$ cat config.mk
export PLATFORM = sky130hd
export DESIGN_NAME = mult_arbiter
export DESIGN_NICKNAME = d
export VERILOG_FILES = /design/src/rtl/mult_ctrl_pkg.sv /design/src/rtl/mult_arbiter_rr_arb2.sv /design/src/rtl/mult_arbiter.sv
export SDC_FILE = /design/constraint.sdc
export NUM_CORES = 1
export LEC_CHECK = 0
export CAP_MARGIN = 25
export CORE_MARGIN = 1.5
export CORE_UTILIZATION = 43
export DETAILED_ROUTE_END_ITERATION = 7
export PLACE_DENSITY = 0.8
export SETUP_SLACK_MARGIN = 0.2
export SYNTH_ARGS = -nofsm -noshare
export SYNTH_HDL_FRONTEND = slang
export SYNTH_SLANG_ARGS = --single-unit
$ cat constraint.sdc
create_clock -name clk -period 2.75 [get_ports clk]
set_clock_uncertainty 0.15 [all_clocks]
set_input_delay 0.55 -clock clk [delete_from_list [all_inputs] [get_ports clk]]
set_output_delay 0.55 -clock clk [all_outputs]
set_load 0.01 [all_outputs]
$ cat src/rtl/mult_ctrl_pkg.sv
// -----------------------------------------------------------------------------
// mult_ctrl_pkg
// Shared definitions for the multiplier-sharing controller:
//   - state_t   : controller FSM states, encoded for the HEX state display
//   - WIDTH_DEF : default operand width (product is 2*WIDTH)
//   - TIMEOUT_DEF / CNT_W : default RUN watchdog limit and its counter width
//                 (the counter covers the full legal TIMEOUT range 2..255)
// -----------------------------------------------------------------------------
package mult_ctrl_pkg;

  localparam int unsigned WIDTH_DEF   = 4;
  localparam int unsigned TIMEOUT_DEF = 64;
  localparam int unsigned CNT_W       = 8;

  typedef enum logic [3:0] {
    IDLE = 4'd0,
    LOAD = 4'd1,
    RUN  = 4'd2,
    RESP = 4'd3
  } state_t;

endpackage

$ cat src/rtl/mult_arbiter_rr_arb2.sv
// -----------------------------------------------------------------------------
// rr_arb2
// Two-way round-robin arbiter, purely combinational. The owner of the
// last_grant register (the controller FSM) decides when it advances.
// Ports:
//   req[1:0]   in  : request lines, bit N = requester N
//   last_grant in  : requester served most recently
//   gnt_valid  out : at least one request is present
//   gnt_id     out : requester that wins this cycle
// -----------------------------------------------------------------------------
module rr_arb2 (
  input  logic [1:0] req,
  input  logic       last_grant,
  output logic       gnt_valid,
  output logic       gnt_id
);

  // On a tie the requester that was not served last wins.
  always_comb begin
    gnt_valid = 1'b0;
    gnt_id    = 1'b0;
    case (req)
      2'b00: begin
        gnt_valid = 1'b0;
        gnt_id    = 1'b0;
      end
      2'b01: begin
        gnt_valid = 1'b1;
        gnt_id    = 1'b0;
      end
      2'b10: begin
        gnt_valid = 1'b1;
        gnt_id    = 1'b1;
      end
      2'b11: begin
        gnt_valid = 1'b1;
        gnt_id    = ~last_grant;
      end
      default: begin
        gnt_valid = 1'b0;
        gnt_id    = 1'b0;
      end
    endcase
  end

endmodule

$ cat src/rtl/mult_arbiter.sv
// -----------------------------------------------------------------------------
// mult_arbiter
// Shares one sequential multiplier between two requesters. Operand pairs are
// accepted over valid/ready, arbitrated round-robin, the multiplier is cleared
// (LOAD), enabled until done or watchdog expiry (RUN), and the product is
// returned to the granted requester over valid/ready (RESP).
// Ports:
//   clk, rst_n                   : clock, asynchronous active-low reset
//   reqN_valid/ready/a/b         : operand request channel of requester N
//   rspN_valid/ready/y/err       : result channel of requester N
//                                  (err = aborted by timeout, y forced to 0)
//   mul_rst/ena/a/b, mul_y/done  : control and data of the shared multiplier
//   busy                         : controller is not in IDLE
//   grant_id                     : requester currently or last served
//   state                        : FSM state code (IDLE=0 LOAD=1 RUN=2 RESP=3)
// -----------------------------------------------------------------------------
module mult_arbiter
  import mult_ctrl_pkg::*;
#(
  parameter int unsigned WIDTH   = WIDTH_DEF,
  parameter int unsigned TIMEOUT = TIMEOUT_DEF
) (
  input  logic                 clk,
  input  logic                 rst_n,
  input  logic                 req0_valid,
  output logic                 req0_ready,
  input  logic [WIDTH-1:0]     req0_a,
  input  logic [WIDTH-1:0]     req0_b,
  output logic                 rsp0_valid,
  input  logic                 rsp0_ready,
  output logic [2*WIDTH-1:0]   rsp0_y,
  output logic                 rsp0_err,
  input  logic                 req1_valid,
  output logic                 req1_ready,
  input  logic [WIDTH-1:0]     req1_a,
  input  logic [WIDTH-1:0]     req1_b,
  output logic                 rsp1_valid,
  input  logic                 rsp1_ready,
  output logic [2*WIDTH-1:0]   rsp1_y,
  output logic                 rsp1_err,
  output logic                 mul_rst,
  output logic                 mul_ena,
  output logic [WIDTH-1:0]     mul_a,
  output logic [WIDTH-1:0]     mul_b,
  input  logic [2*WIDTH-1:0]   mul_y,
  input  logic                 mul_done,
  output logic                 busy,
  output logic                 grant_id,
  output logic [3:0]           state
);

  localparam logic [CNT_W-1:0] CNT_LAST = CNT_W'(TIMEOUT - 1);

  state_t               state_q;
  logic                 last_grant_q;
  logic                 grant_id_q;
  logic [CNT_W-1:0]     cnt_q;
  logic [WIDTH-1:0]     mul_a_q;
  logic [WIDTH-1:0]     mul_b_q;
  logic                 mul_rst_q;
  logic                 mul_ena_q;
  logic                 busy_q;
  logic                 rsp0_valid_q;
  logic                 rsp1_valid_q;
  logic [2*WIDTH-1:0]   res_q;
  logic                 err_q;

  logic [1:0]           arb_req;
  logic                 gnt_valid;
  logic                 gnt_id;
  logic                 accept0;
  logic                 accept1;
  logic                 rsp_take;
  logic [WIDTH-1:0]     sel_a;
  logic [WIDTH-1:0]     sel_b;

  assign arb_req = {req1_valid, req0_valid};

  rr_arb2 u_arb (
    .req        (arb_req),
    .last_grant (last_grant_q),
    .gnt_valid  (gnt_valid),
    .gnt_id     (gnt_id)
  );

  // Accept decode. Ready must answer valid in the same IDLE cycle, so it is
  // decoded from the registered state; rst_n gating keeps it low during reset
  // even while a requester holds valid.
  always_comb begin
    accept0 = 1'b0;
    accept1 = 1'b0;
    if (rst_n && (state_q == IDLE) && gnt_valid) begin
      accept0 = ~gnt_id;
      accept1 = gnt_id;
    end else begin
      accept0 = 1'b0;
      accept1 = 1'b0;
    end
  end

  // Operand source of the winning requester and the response-consume select.
  always_comb begin
    sel_a    = gnt_id ? req1_a : req0_a;
    sel_b    = gnt_id ? req1_b : req0_b;
    rsp_take = grant_id_q ? rsp1_ready : rsp0_ready;
  end

  // Controller FSM with all outputs registered alongside the state.
  always_ff @(posedge clk or negedge rst_n) begin
    if (!rst_n) begin
      state_q      <= IDLE;
      last_grant_q <= 1'b1;
      grant_id_q   <= 1'b0;
      cnt_q        <= {CNT_W{1'b0}};
      mul_a_q      <= {WIDTH{1'b0}};
      mul_b_q      <= {WIDTH{1'b0}};
      mul_rst_q    <= 1'b0;
      mul_ena_q    <= 1'b0;
      busy_q       <= 1'b0;
      rsp0_valid_q <= 1'b0;
      rsp1_valid_q <= 1'b0;
      res_q        <= {(2*WIDTH){1'b0}};
      err_q        <= 1'b0;
    end else begin
      case (state_q)
        IDLE: begin
          if (accept0 || accept1) begin
            mul_a_q    <= sel_a;
            mul_b_q    <= sel_b;
            grant_id_q <= gnt_id;
            mul_rst_q  <= 1'b1;
            busy_q     <= 1'b1;
            state_q    <= LOAD;
          end
        end
        LOAD: begin
          mul_rst_q <= 1'b0;
          mul_ena_q <= 1'b1;
          cnt_q     <= {CNT_W{1'b0}};
          state_q   <= RUN;
        end
        RUN: begin
          // done takes priority over a coinciding watchdog expiry
          if (mul_done) begin
            res_q        <= mul_y;
            err_q        <= 1'b0;
            mul_ena_q    <= 1'b0;
            rsp0_valid_q <= ~grant_id_q;
            rsp1_valid_q <= grant_id_q;
            state_q      <= RESP;
          end else if (cnt_q == CNT_LAST) begin
            res_q        <= {(2*WIDTH){1'b0}};
            err_q        <= 1'b1;
            mul_ena_q    <= 1'b0;
            rsp0_valid_q <= ~grant_id_q;
            rsp1_valid_q <= grant_id_q;
            state_q      <= RESP;
          end else begin
            cnt_q <= cnt_q + CNT_W'(1);
          end
        end
        RESP: begin
          if (rsp_take) begin
            rsp0_valid_q <= 1'b0;
            rsp1_valid_q <= 1'b0;
            last_grant_q <= grant_id_q;
            busy_q       <= 1'b0;
            state_q      <= IDLE;
          end
        end
        default: begin
          mul_rst_q    <= 1'b0;
          mul_ena_q    <= 1'b0;
          rsp0_valid_q <= 1'b0;
          rsp1_valid_q <= 1'b0;
          busy_q       <= 1'b0;
          state_q      <= IDLE;
        end
      endcase
    end
  end

  assign req0_ready = accept0;
  assign req1_ready = accept1;
  assign rsp0_valid = rsp0_valid_q;
  assign rsp1_valid = rsp1_valid_q;
  assign rsp0_y     = res_q;
  assign rsp1_y     = res_q;
  assign rsp0_err   = err_q;
  assign rsp1_err   = err_q;
  assign mul_rst    = mul_rst_q;
  assign mul_ena    = mul_ena_q;
  assign mul_a      = mul_a_q;
  assign mul_b      = mul_b_q;
  assign busy       = busy_q;
  assign grant_id   = grant_id_q;
  assign state      = state_q;

endmodule
==> impl_metrics.json <==
{
  "cellLeakagePower_nw": 1.134,
  "dieHeight_um": 66.09,
  "clockBufferDepth": 2,
  "gp_congestion": 0.8138,
  "ys_seq_elements": 34,
  "viasPerCell": 5.515,
  "layout-drive-gt1-share_pct": 12.73,
  "synth_top_family_by_area": "compound AO/OA/AOI/OAI gates",
  "period_share_pct": 86.84,
  "ios": 69,
  "synth.distinct_cells": 48,
  "hold_path_class": "reg2reg",
  "synth-compound-area-share_pct": 20.03,
  "grt_overflow": 0,
  "hpwl_um": 3096,
  "io_buffers": 66,
  "drt_wl_total_um": 4066,
  "slowest_delay_ps": 450,
  "clk_pin_slew_ps": 70,
  "synthToLayoutAreaGrowth_pct": 45.32,
  "firstDrtPassIters": 4,
  "die_area_um2": 4368,
  "grt_pass1_wl_um": 6844,
  "yosys_warnings": 0,
  "startpoint_type": "flop",
  "synthSimpleGateAreaFrac_pct": 12.87,
  "clock_sinks": 34,
  "layout_commonest_cell": "clkdlybuf4s50_1",
  "syn_inst": 153,
  "drt_iter0_drc": 79,
  "synth-xor-area-share_pct": 1.023,
  "finalHoldViolCount": 0,
  "power_density_nw_per_um2": 1021,
  "fin_nets": 256,
  "htreeDepth": 2,
  "synth_ff_type": "dfrtp_1",
  "synth_top_area_share_pct": 48.25,
  "r2r_slack_ps": 490,
  "ant_nets": 0,
  "final-setup-viol-count": 0,
  "maxCapViolations": 0,
  "synth_edf_count": 0,
  "end_kind": "output pin",
  "start_util_pct": 45.72,
  "cp_data_arrival_time_ps": 1690,
  "cpMaxStageDelayCell": "dfrtp_1",
  "grt_max_degree": 25,
  "synthMuxAreaShare_pct": 3.070,
  "crit_buf_inv": 2,
  "ys_seq_area_share_pct": 49.78,
  "status": "finished, final reports clean",
  "fmaxAchievable_mhz": 418.7,
  "period_needed_ps": 2388,
  "drc": 0,
  "post-cts-setup-buffers": 0,
  "cpLargestDelayFamily": "buffers and inverters",
  "critPathKind": "reg2out",
  "slew_violations": 0,
  "diodes": 0,
  "grt_antenna_before_repair": 0,
  "num_rows": 22,
  "synth_top_cell_by_area": "dfrtp_1",
  "grt_use_total_pct": 20.64,
  "clock_latency_ps": 290,
  "cts_buffers": 5,
  "synth_area_per_cell_um2": 11.19,
  "cts_tree": "done",
  "wl_per_cell_um": 15.17,
  "root_buffer": "clkbuf_8",
  "core-area_um2": 3744,
  "synth_area_um2": 1712,
  "vias": 1478,
  "dieWidth_um": 66.09,
  "path_cells": "inv_1, ha_4, o211ai_1, nor2_1, dlygate4sd2_1",
  "final.setup.tns_ps": 0,
  "final_cell_mix": "64 x clkdlybuf4s50_1, 33 x dfrtp_1, 11 x inv_1",
  "grt_pass1_vias": 1447,
  "worstPathRequired_ps": 2050,
  "critical_path.max_fanout": 8,
  "rsz0062_at_grt": "false",
  "vdd_ir_drop_max_uv": 513.0,
  "yosys.area_share.adder_pct": 4.386,
  "synth_area_leaders": "dfrtp_1 48%, buf_4 4.8%, a222oi_1 4.7%",
  "final_core_util_pct": 66.44,
  "async_flop_share_pct": 100.0
}
==> state kept, by name, summed over array words and instances, names as in the netlist <==
signal	cells
rsp0_y	8
busy	1
rsp0_valid	1
last_grant_q	1
mul_rst	1
state	2
mul_ena	1
grant_id	1
mul_b	4
rsp0_err	1
cnt_q	8
rsp1_valid	1
mul_a	4
==> cell families after synthesis <==
family / count (synthesis)
xor gates and xnor gates: 2
adders and majority gates: 6
AOI/OAI and AO/OA: 40
DFF: 34
other: 1
buffers and inverters: 26
and+or+nand+nor: 39
muxes: 5
==> cells in the mapped netlist (2+ instances only) <==
library cell and count:
dfrtp_1 33, a22o_1 8, nor3b_1 2, a21o_1 2, buf_4 11, mux2_2 2
o21ai_0 4, nor2_1 5, o2bb2ai_1 2, o32a_1 2, clkbuf_1 2, a21oi_1 3
nor3_1 3, nand2_1 9, and3_1 2, ha_1 6, nand3_1 6, inv_1 11
a222oi_1 8, nand4_1 2, mux2i_1 3
==> worst reg2reg max path: cells and delay by family, from the launching register on <==
kind	cells	cell delay, ps
buf+inv	1	180
compound gates	2	240
fa+ha+maj	1	410
simple gates	2	760
flops	1	450
==> layout make-up <==
class	instances	area [um2]
tap	48	60.06
timing repair buffer	73	710.7
multi-input combinational	94	728.2
fill	274	1256
inverter	11	41.29
clock buffer	6	82.58
sequential	34	852.1
clock inverter	2	12.51
==> report_power, final <==
part	leakage (nW)	internal, mW	total (mW)	switching [mW]
combinational	0.652	0.741	1.29	0.545
clock	0.0472	0.201	0.379	0.178
sequential	0.435	0.697	0.873	0.176
==> path summary, 6_finish.rpt <==
check	cells after the start	to	startpoint
min	1	mul_ena$_DFFE_PN0P_	mul_ena$_DFFE_PN0P_
max reg2reg	6	rsp0_valid$_DFFE_PN0P_	state[0]$_DFFE_PN0P_
min in group asynchronous	2	grant_id$_DFFE_PN0P_	rst_n
min reg2reg	1	mul_ena$_DFFE_PN0P_	mul_ena$_DFFE_PN0P_
max in group asynchronous	2	rsp0_y[1]$_DFFE_PN0P_	rst_n
max	5	req0_ready	state[0]$_DFFE_PN0P_
==> stage by stage <==
stage	hold WS, ps	std cells	total power [mW]	worst slack [ps]	instance area [um2]
after floorplan	104.4	154	1.560	606.3	1715
after global placement	337.6	260	2.083	61.32	2382
after detailed placement	350.1	260	2.130	36.75	2382
after CTS	365.8	268	2.546	357.4	2487
after global routing	388.0	268	2.710	248.6	2487
final	362.1	268	2.539	361.9	2487
==> timing repair <==
item,CTS,global route
hold buffers,0,0
endpoints found under the setup margin,2,0
resized for setup,5,0
==> routing by layer <==
layer  part of all wire, %  vias up  global-route usage, %  routed length [um]
met5                     0        -                      0                   0
met4                   1.1        0                  6.122                  46
met3                   5.9        6                  5.451                 240
met2                    49       64                  34.75                2009
met1                    44      714                  25.94                1770
li1                      -      694                      -                   -
(Power assumes the default switching activity.)
